==> config.mk <==
export PLATFORM = sky130hd
export DESIGN_NAME = pwr_seq_ctrl_flat
export DESIGN_NICKNAME = d
export VERILOG_FILES = /design/src/rtl/pwr_seq_ctrl_if.sv /design/src/rtl/pwr_seq_ctrl.sv /design/src/flat_wrapper.sv
export SDC_FILE = /design/constraint.sdc
export NUM_CORES = 1
export LEC_CHECK = 0
export ABC_AREA = 1
export ABC_CLOCK_PERIOD_IN_PS = 4000
export BUFFER_PORTS_ARGS = -buffer_cell sky130_fd_sc_hd__buf_4
export CAP_MARGIN = 40
export CORE_ASPECT_RATIO = 2
export CORE_UTILIZATION = 40
export DETAILED_ROUTE_END_ITERATION = 8
export PLACE_DENSITY = 0.62
export SYNTH_ARGS = -nofsm -noshare
export SYNTH_HDL_FRONTEND = slang
export SYNTH_SLANG_ARGS = --single-unit
==> constraint.sdc <==
create_clock -name clk -period 4 [get_ports clk]
set_clock_uncertainty 0.1 [all_clocks]
set_input_delay 0.6 -clock clk [delete_from_list [all_inputs] [get_ports clk]]
set_output_delay 0.6 -clock clk [all_outputs]
set_load 0.01 [all_outputs]
==> src/rtl/pwr_seq_ctrl_if.sv <==
// Request and status bundle between the pattern/button controller and the panel power sequencer.
// Requests are single-cycle pulses sampled on the rising clk edge with no ready/ack; a pulse that is not acted on is dropped.
interface pwr_seq_ctrl_if;
    logic       pwr_on_req;
    logic       pwr_off_req;
    logic       fault;
    logic       clr_fault;
    logic       en_p14v;
    logic       en_n14v;
    logic       en_gvddp;
    logic       en_gvddn;
    logic       en_vgh;
    logic       en_vgl;
    logic [5:0] mux_en;
    logic       busy;
    logic       pwr_good;
    logic       seq_done;
    logic       fault_latched;
    logic [3:0] state_dbg;

    modport master (
        output pwr_on_req, pwr_off_req, fault, clr_fault,
        input  en_p14v, en_n14v, en_gvddp, en_gvddn, en_vgh, en_vgl,
        input  mux_en, busy, pwr_good, seq_done, fault_latched, state_dbg
    );

    modport slave (
        input  pwr_on_req, pwr_off_req, fault, clr_fault,
        output en_p14v, en_n14v, en_gvddp, en_gvddn, en_vgh, en_vgl,
        output mux_en, busy, pwr_good, seq_done, fault_latched, state_dbg
    );
endinterface

==> src/rtl/pwr_seq_ctrl.sv <==
// Panel power sequencer: rails on in fixed order with ms dwells, reverse-order power-down,
// latched fault shutdown. All outputs are registered decodes of the next state.
module pwr_seq_ctrl #(
    parameter int CLK_PER_MS = 81000,
    parameter int T_RAIL_MS  = 5,
    parameter int T_GVDD_MS  = 5,
    parameter int T_GATE_MS  = 10,
    parameter int T_OFF_MS   = 2
) (
    input  logic         clk,
    input  logic         rst_n,
    pwr_seq_ctrl_if.slave bus
);

    typedef enum logic [3:0] {
        S_OFF, S_ON_RAIL, S_ON_GVDD, S_ON_GATE, S_ON,
        S_OFF_MUX, S_OFF_GATE, S_OFF_GVDD, S_OFF_RAIL, S_FAULT
    } state_t;

    state_t      state, state_nxt;
    logic [16:0] pre_cnt;
    logic [15:0] ms_cnt;
    logic [15:0] dwell_ms;
    logic        tick, dwell_done;
    logic        rail_on, gvdd_on, gate_on, mux_on;
    logic        busy_nxt, good_nxt, done_nxt, flt_nxt;

    always_comb begin
        dwell_ms = '0;
        unique case (state)
            S_ON_RAIL: dwell_ms = 16'(T_RAIL_MS);
            S_ON_GVDD: dwell_ms = 16'(T_GVDD_MS);
            S_ON_GATE: dwell_ms = 16'(T_GATE_MS);
            S_OFF_MUX, S_OFF_GATE, S_OFF_GVDD, S_OFF_RAIL: dwell_ms = 16'(T_OFF_MS);
            default: dwell_ms = '0;
        endcase
    end

    // A zero dwell still costs one cycle; otherwise expire on the tick that makes ms_cnt reach T.
    assign tick       = (pre_cnt == 17'(CLK_PER_MS - 1));
    assign dwell_done = (dwell_ms == '0) || (tick && (ms_cnt == dwell_ms - 16'd1));

    always_comb begin
        state_nxt = state;
        if (bus.fault) begin
            state_nxt = S_FAULT;
        end else begin
            unique case (state)
                S_OFF:      if (bus.pwr_on_req && !bus.pwr_off_req) state_nxt = S_ON_RAIL;
                S_ON_RAIL:  if (bus.pwr_off_req) state_nxt = S_OFF_RAIL;
                            else if (dwell_done) state_nxt = S_ON_GVDD;
                S_ON_GVDD:  if (bus.pwr_off_req) state_nxt = S_OFF_GVDD;
                            else if (dwell_done) state_nxt = S_ON_GATE;
                S_ON_GATE:  if (bus.pwr_off_req) state_nxt = S_OFF_GATE;
                            else if (dwell_done) state_nxt = S_ON;
                S_ON:       if (bus.pwr_off_req) state_nxt = S_OFF_MUX;
                S_OFF_MUX:  if (dwell_done) state_nxt = S_OFF_GATE;
                S_OFF_GATE: if (dwell_done) state_nxt = S_OFF_GVDD;
                S_OFF_GVDD: if (dwell_done) state_nxt = S_OFF_RAIL;
                S_OFF_RAIL: if (dwell_done) state_nxt = S_OFF;
                S_FAULT:    if (bus.clr_fault) state_nxt = S_OFF;
                default:    state_nxt = S_OFF;
            endcase
        end
    end

    always_comb begin
        rail_on  = state_nxt inside {S_ON_RAIL, S_ON_GVDD, S_ON_GATE, S_ON,
                                     S_OFF_MUX, S_OFF_GATE, S_OFF_GVDD};
        gvdd_on  = state_nxt inside {S_ON_GVDD, S_ON_GATE, S_ON, S_OFF_MUX, S_OFF_GATE};
        gate_on  = state_nxt inside {S_ON_GATE, S_ON, S_OFF_MUX};
        mux_on   = (state_nxt == S_ON);
        busy_nxt = !(state_nxt inside {S_OFF, S_ON, S_FAULT});
        good_nxt = (state_nxt == S_ON);
        flt_nxt  = (state_nxt == S_FAULT);
        // Only completed sequences pulse; leaving FAULT is not one.
        done_nxt = ((state_nxt == S_ON) && (state != S_ON)) ||
                   ((state_nxt == S_OFF) && (state == S_OFF_RAIL));
    end

    always_ff @(posedge clk or negedge rst_n) begin
        if (!rst_n) begin
            state   <= S_OFF;
            pre_cnt <= '0;
            ms_cnt  <= '0;
        end else begin
            state <= state_nxt;
            if (state_nxt != state) begin
                pre_cnt <= '0;
                ms_cnt  <= '0;
            end else if (tick) begin
                pre_cnt <= '0;
                ms_cnt  <= ms_cnt + 16'd1;
            end else begin
                pre_cnt <= pre_cnt + 17'd1;
            end
        end
    end

    always_ff @(posedge clk or negedge rst_n) begin
        if (!rst_n) begin
            bus.en_p14v       <= 1'b1;
            bus.en_n14v       <= 1'b1;
            bus.en_gvddp      <= 1'b1;
            bus.en_gvddn      <= 1'b1;
            bus.en_vgh        <= 1'b1;
            bus.en_vgl        <= 1'b1;
            bus.mux_en        <= 6'h00;
            bus.busy          <= 1'b0;
            bus.pwr_good      <= 1'b0;
            bus.seq_done      <= 1'b0;
            bus.fault_latched <= 1'b0;
        end else begin
            bus.en_p14v       <= !rail_on;
            bus.en_n14v       <= !rail_on;
            bus.en_gvddp      <= !gvdd_on;
            bus.en_gvddn      <= !gvdd_on;
            bus.en_vgh        <= !gate_on;
            bus.en_vgl        <= !gate_on;
            bus.mux_en        <= mux_on ? 6'h3F : 6'h00;
            bus.busy          <= busy_nxt;
            bus.pwr_good      <= good_nxt;
            bus.seq_done      <= done_nxt;
            bus.fault_latched <= flt_nxt;
        end
    end

    assign bus.state_dbg = state;

endmodule

==> src/flat_wrapper.sv <==
// flat-port wrapper written by rule: the top's interface ports become plain ports
module pwr_seq_ctrl_flat 
#(
    parameter int CLK_PER_MS = 81000,
    parameter int T_RAIL_MS  = 5,
    parameter int T_GVDD_MS  = 5,
    parameter int T_GATE_MS  = 10,
    parameter int T_OFF_MS   = 2
)
  (clk, rst_n, bus_pwr_on_req, bus_pwr_off_req, bus_fault, bus_clr_fault, bus_en_p14v, bus_en_n14v, bus_en_gvddp, bus_en_gvddn, bus_en_vgh, bus_en_vgl, bus_mux_en, bus_busy, bus_pwr_good, bus_seq_done, bus_fault_latched, bus_state_dbg);
  pwr_seq_ctrl_if bus_i ();
  input  logic clk;
  input  logic rst_n;
  input wire logic [$bits(bus_i.pwr_on_req)-1:0] bus_pwr_on_req;
  input wire logic [$bits(bus_i.pwr_off_req)-1:0] bus_pwr_off_req;
  input wire logic [$bits(bus_i.fault)-1:0] bus_fault;
  input wire logic [$bits(bus_i.clr_fault)-1:0] bus_clr_fault;
  output wire logic [$bits(bus_i.en_p14v)-1:0] bus_en_p14v;
  output wire logic [$bits(bus_i.en_n14v)-1:0] bus_en_n14v;
  output wire logic [$bits(bus_i.en_gvddp)-1:0] bus_en_gvddp;
  output wire logic [$bits(bus_i.en_gvddn)-1:0] bus_en_gvddn;
  output wire logic [$bits(bus_i.en_vgh)-1:0] bus_en_vgh;
  output wire logic [$bits(bus_i.en_vgl)-1:0] bus_en_vgl;
  output wire logic [$bits(bus_i.mux_en)-1:0] bus_mux_en;
  output wire logic [$bits(bus_i.busy)-1:0] bus_busy;
  output wire logic [$bits(bus_i.pwr_good)-1:0] bus_pwr_good;
  output wire logic [$bits(bus_i.seq_done)-1:0] bus_seq_done;
  output wire logic [$bits(bus_i.fault_latched)-1:0] bus_fault_latched;
  output wire logic [$bits(bus_i.state_dbg)-1:0] bus_state_dbg;
  assign bus_i.pwr_on_req = bus_pwr_on_req;
  assign bus_i.pwr_off_req = bus_pwr_off_req;
  assign bus_i.fault = bus_fault;
  assign bus_i.clr_fault = bus_clr_fault;
  assign bus_en_p14v = bus_i.en_p14v;
  assign bus_en_n14v = bus_i.en_n14v;
  assign bus_en_gvddp = bus_i.en_gvddp;
  assign bus_en_gvddn = bus_i.en_gvddn;
  assign bus_en_vgh = bus_i.en_vgh;
  assign bus_en_vgl = bus_i.en_vgl;
  assign bus_mux_en = bus_i.mux_en;
  assign bus_busy = bus_i.busy;
  assign bus_pwr_good = bus_i.pwr_good;
  assign bus_seq_done = bus_i.seq_done;
  assign bus_fault_latched = bus_i.fault_latched;
  assign bus_state_dbg = bus_i.state_dbg;
  pwr_seq_ctrl #(.CLK_PER_MS(CLK_PER_MS), .T_RAIL_MS(T_RAIL_MS), .T_GVDD_MS(T_GVDD_MS), .T_GATE_MS(T_GATE_MS), .T_OFF_MS(T_OFF_MS)) u_core (.clk(clk), .rst_n(rst_n), .bus(bus_i));
endmodule
# == Word level (Yosys, flattened, before mapping) ==
# Cells that the tools add are included.
# totals
reg_bits,50
elab_cells,77
output_inout_bits,20
inputBits,6
# classes
muxes,21
addsub,3
eq_ne,21
reduce_logical,21
# ops
op,count
4-bit two-way mux,14
4-bit one-hot mux with 10 select lines,1
17-bit two-way mux,2
"4-bit by 3-bit equality test with 1-bit output, second input constant",8
16-bit two-way mux,2
"17-bit by 1-bit adder with 17-bit output, second input constant",1
"17-bit equality test, second input constant",1
"16-bit by 1-bit adder with 16-bit output, second input constant",1
16-bit equality test,1
"4-bit by 2-bit equality test with 1-bit output, second input constant",4
16-bit zero test,1
"4-bit equality test, second input constant",3
4-bit one-hot mux with 3 select lines,1
"4-bit by 1-bit equality test with 1-bit output, second input constant",2
4-bit zero test,2
7-bit nonzero test,1
6-bit two-way mux,1
3-bit nonzero test,2
1-bit zero test,5
5-bit nonzero test,1
"4-bit by 1-bit subtractor with 5-bit output, second input constant",1
1-bit logical AND,4
"4-bit by 3-bit inequality test with 1-bit output, second input constant",1
4-bit inequality test,1
4 further kinds,5

# == Longest topological paths before layout ==
# logic_depth
ltp_word,14
mapped_depth,25
depth_no_buf,25

# == Worst setup path after synthesis ==
# OpenSTA, ideal clock, no wires.
# synth_path
path_kind,flip-flop to flip-flop
from,register u_core.state[0] (netlist: u_core.bus.state_dbg[0])
to,register u_core.ms_cnt[5]
period_less_slack_ns,2.903
t_required_ns,3.776
n_path_buf,1
setup_time_ns,0.124
arrival_ns,2.679
stages_incl_launch_ff,24
slack_ns,1.097
path_cell_list,dfrtp_1 > nand2_1 > inv_1 > nand2_2 > inv_1 > a211oi_1 > ha_1 > nand2_1 > nand2_1 > nor2_1 > nand3_1 > nor2_1 > nand3_2 > nand2_2 > nand2_1 > nand2_1 > nand2_1 > nand2_1 > nand2_2 > nand2_2 > nand2_2 > nand2_4 > buf_6 > nor3_2
# synth_via
elab_chain_len,13
elab_cells_between_ends,36
cone_classes,1 x add/sub; 11 x eq/ne; 17 x mux; 7 x reduce/logical
# synth_rtl
item,line,text
from (decl),pwr_seq_ctrl.sv:20,"state_t state, state_nxt;"
from (signal assigned),pwr_seq_ctrl.sv:87,state <= state_nxt;
"4-bit by 3-bit equality test with 1-bit output, or another cell as far along","pwr_seq_ctrl.sv:30, pwr_seq_ctrl.sv:48",
4-bit OR reduction or 2-bit OR reduction (tied branches),n/a,
4-bit one-hot mux with 3 select lines,pwr_seq_ctrl.sv:30,unique case (state)
4-bit by 1-bit subtractor with 5-bit output,pwr_seq_ctrl.sv:41,assign dwell_done = (dwell_ms == '0) || (tick && (ms_cnt == dwell_ms - 16'd1));
16-bit equality test,pwr_seq_ctrl.sv:41,
1-bit logical AND,pwr_seq_ctrl.sv:41,
1-bit logical OR,pwr_seq_ctrl.sv:41,
"4-bit two-way mux, on equally long branches","pwr_seq_ctrl.sv:55, pwr_seq_ctrl.sv:51, pwr_seq_ctrl.sv:53",
"4-bit two-way mux, on equally long branches","pwr_seq_ctrl.sv:54, pwr_seq_ctrl.sv:50, pwr_seq_ctrl.sv:52",
4-bit one-hot mux with 10 select lines,pwr_seq_ctrl.sv:48,unique case (state)
4-bit two-way mux,pwr_seq_ctrl.sv:45,if (bus.fault) begin
4-bit inequality test *,pwr_seq_ctrl.sv:88,if (state_nxt != state) begin
16-bit two-way mux or 2-bit nonzero test (tied branches),n/a,
to (signal assigned),pwr_seq_ctrl.sv:93,ms_cnt <= ms_cnt + 16'd1;
to (decl),pwr_seq_ctrl.sv:22,logic [15:0] ms_cnt;
# Mark *: on every way between the ends. The rest lies on a longest branch, timed or not.
# A chain may end at the register's enable or synchronous reset.

# == Final worst setup path ==
# layout_path
from,register u_core.state[1] (netlist: u_core.bus.state_dbg[1])
to,register u_core.ms_cnt[1]
# Same word-level chain as after synthesis.

==> flow_summary.yaml <==
clocking:
  clock-sinks: 44
  cts_setup_buffers: 0
  worst_setup_hold_path_clk_slew_ns: 0.06
  cts.repair.resized: 0
  cts_buffers: 5
  clock_tree.htree_level_count: 2
  worstSkewPairLatency_ns: 0.29
  cts-root-buf: "sky130_fd_sc_hd__clkbuf_16"
  number_of_hold_buffers_added_after_cts: 0
  cts_tree: "yes"
  clockBufferDepth: 2
setup_path:
  cp_slowest_stage_delay_ns: 0.49
  critical-path-slowest-cell: "sky130_fd_sc_hd__dfrtp_1"
  cp-start-kind: "flip-flop"
  crit_fanout: 33
  critical_path_endpoint_category: "flip-flop"
  timing.critical_path.max_delay_family: "simple AND/OR/NAND/NOR gates"
  crit_chain: "nand2_1, inv_1, nand2_2, inv_1, a211oi_1, ha_1, nand2_1, nand2_1, nor2_1, nand3_1, nor2_1, nand3_2, nand2_2, nand2_1, nand2_1, nand2_1, nand2_1, nand2_2, nand2_2, nand2_2, nand2_4, nor3_1"
  setup.worst_path.class: "flip-flop to flip-flop"
  worstPathArrival_ns: 3.69
  number_of_buffer_and_inverter_instances_along_the_worst_setup_path: 2
  path_common_cell: "sky130_fd_sc_hd__nand2_1"
  required_ns: 4.05
final_layout:
  num_antenna_cells: 0
  finish.instance_area_sq_mm: 0.00344
  area_delta_synth_final_pct: 11.7
  layoutNonFillerInstCount: 512
  final_layout_size_suffix_gt1_frac: 0.224
  finalNetCount: 430
synthesis:
  synth.avg_cell_area_sq_um: 7.69
  synth_top_family_by_area: "simple AND/OR/NAND/NOR gates"
  synthTopCellsByCount: "85 x sky130_fd_sc_hd__nand2_1, 57 x sky130_fd_sc_hd__inv_1, 46 x sky130_fd_sc_hd__nor2_1"
  synthTopCellsByArea: "sky130_fd_sc_hd__dfrtp_1 33%, sky130_fd_sc_hd__nand2_1 10%, sky130_fd_sc_hd__nor3_2 10%, sky130_fd_sc_hd__inv_1 7.0%, sky130_fd_sc_hd__nor2_1 5.6%"
  dominantRegCellSynth: "sky130_fd_sc_hd__dfrtp_1"
  synth_adder_area_share: 0.0203
  synth_area_leader_cell: "sky130_fd_sc_hd__dfrtp_1"
  synth.cell_area_sq_mm: 0.00308
  async_flop_share: 1.00
  yosysMostFrequentCell: "sky130_fd_sc_hd__nand2_1"
  synth_top_cell_area_share: 0.333
  post_synth_and_or_nand_nor_area_fraction: 0.417
  ys_types: 32
  synth_seq_area_share: 0.359
  synth-compound-area-share: 0.0390
  syn-num-nets: 411
  synthesis.yosys.warnings: 0
  synth_edf_count: 0
  number_of_register_bits_inferred_by_synthesis: 44
  synth-xor-area-share: 0.0484
  synthMuxAreaShare: 0
  postSynthCellCount: 400
run_status:
  run_status: "completed"
flow_run:
  maxCapViolations: 0
grt:
  grt.total_usage: 0.212
  grt-ovfl-total: 0
  grt_max_degree: 45
  via_count_of_the_first_global_routing_pass: 2703
  grt_pass1_wl_mm: 12.8
  grt_antenna_before_repair: 0
power:
  peakVddDrop_uv: 250
  power_density_mw_per_mm2: 387
  leakagePower_uw: 0.00154
sta:
  finalSetupViolations: 0
  timing.setup.tns_ns: 0
  final_hold_viol_count: 0
  final_cycle_utilization_of_the_critical_path: 0.909
  relSlewSlack: 0.542
  hold_slack_ns: 0.201
  setup_repair_after_global_routing_missed_its_margin: "false"
  finalCriticalPeriod_ns: 3.64
  final_report_max_slew_violation_count: 0
  timing.fmax_mhz: 275
  tightest_slew_ns: 0.681
routing:
  vias: 2657
  drt_first_pass_iters: 4
  drt_iter0_markers: 147
  wire_per_inst_microns: 15.3
  drc_errors: 0
  drt-vias-per-instance: 5.19
  wirelength_mm: 7.85
  remaining_antenna_violation_count_after_routing: 0
place:
  placed_cells: 504
  place_congestion: 0.950
  placement.cell_area_sq_mm: 0.00326
  place.port_buffers: 25
  dpl.hpwl_mm: 5.97
hold_path:
  min_path_type: "input pin to async pin"
die:
  die_area_sq_mm: 0.00807
  coreArea_sq_mm: 0.00738
  num_rows: 44
  effective_utilization_at_floorplan: 0.417
  die_h_microns: 126
  die_x_microns: 64.0
  boundaryPins: 26
[logic make-up after synthesis]
group	after synthesis
DFF	44
and+or+nand+nor	240
adders and majority gates	5
AOI/OAI and AO/OA	20
buffers and inverters	74
xor gates and xnor gates	17
[sequential cells by signal (all words and copies together), names as in the netlist]
| register | count |
|---|---|
| u_core.pre_cnt | 17 |
| u_core.ms_cnt | 16 |
| u_core.bus.state_dbg | 4 |
| u_core.bus.busy | 1 |
| u_core.bus.en_gvddp | 1 |
| u_core.bus.en_p14v | 1 |
| u_core.bus.en_vgh | 1 |
| u_core.bus.fault_latched | 1 |
| u_core.bus.mux_en | 1 |
| u_core.bus.seq_done | 1 |
[per-stage QoR]
step / worst slack, ns / power (uW) / utilization
after detailed placement: 0.401 / 842 / 0.442
final: 0.363 / 1330 / 0.466
after CTS: 0.374 / 1350 / 0.466
after floorplan: 1.10 / 770 / -
after global placement: 0.466 / 842 / 0.442
after global routing: 0.0213 / 1390 / 0.466
[per-layer routing]
layer | up-vias | GRT usage | share of wire
met3 | 26 | 0.0317 | 0.021
met2 | 53 | 0.434 | 0.60
met4 | 0 | 0.115 | 0.040
met5 | - | 0 | 0
li1 | 1314 | - | -
met1 | 1264 | 0.183 | 0.34
[worst paths after layout]
check,from,end,slack (ns),depth (start not counted)
min in group clk,u_core.pre_cnt[0]$_DFF_PN0_,u_core.pre_cnt[0]$_DFF_PN0_,0.47,3
worst max-delay path,u_core.bus.state_dbg[1]$_DFF_PN0_,u_core.ms_cnt[1]$_DFFE_PN0P_,0.36,22
max in group asynchronous,rst_n,u_core.ms_cnt[13]$_DFFE_PN0P_,3.19,1
worst min-delay path,rst_n,u_core.pre_cnt[10]$_DFF_PN0_,0.20,1
worst min register to register,u_core.pre_cnt[0]$_DFF_PN0_,u_core.pre_cnt[0]$_DFF_PN0_,0.47,3
worst max register to register,u_core.bus.state_dbg[1]$_DFF_PN0_,u_core.ms_cnt[1]$_DFFE_PN0P_,0.36,22
[cells in the final DEF (no fill, tap or decap), drive strengths merged]
cell type	count
buf	27
a41oi	1
nor4	5
nand2	98
dfstp	3
a21oi	4
dfrtp	41
or2	1
nor3	41
nand4	14
nand3	27
or3	1
a211oi	1
clkbuf	6
clkinv	1
inv	59
o21ai	10
a31oi	1
nor2	50
bufinv	1
nand3b	2
xor2	15
o211ai	1
o21bai	2
ha	5
xnor2	2
nor3b	1
[where the power goes]
| group | internal, uW | leakage (uW) | total (uW) | switching (uW) |
|---|---|---|---|---|
| registers | 466 | 0.000593 | 485 | 18.2 |
| logic | 98.0 | 0.000859 | 346 | 248 |
| clock network | 313 | 0.0000871 | 500 | 186 |
[area by class of cell]
class	count	area (sq um)
Multi-Input combinational cell	282	1620
Timing Repair Buffer	27	203
Sequential cell	44	1100
Clock inverter	2	38.8
Tap cell	92	115
Fill cell	757	3940
Clock buffer	6	139
Inverter	59	221
Note: power is estimated with default switching activity, not from simulation.
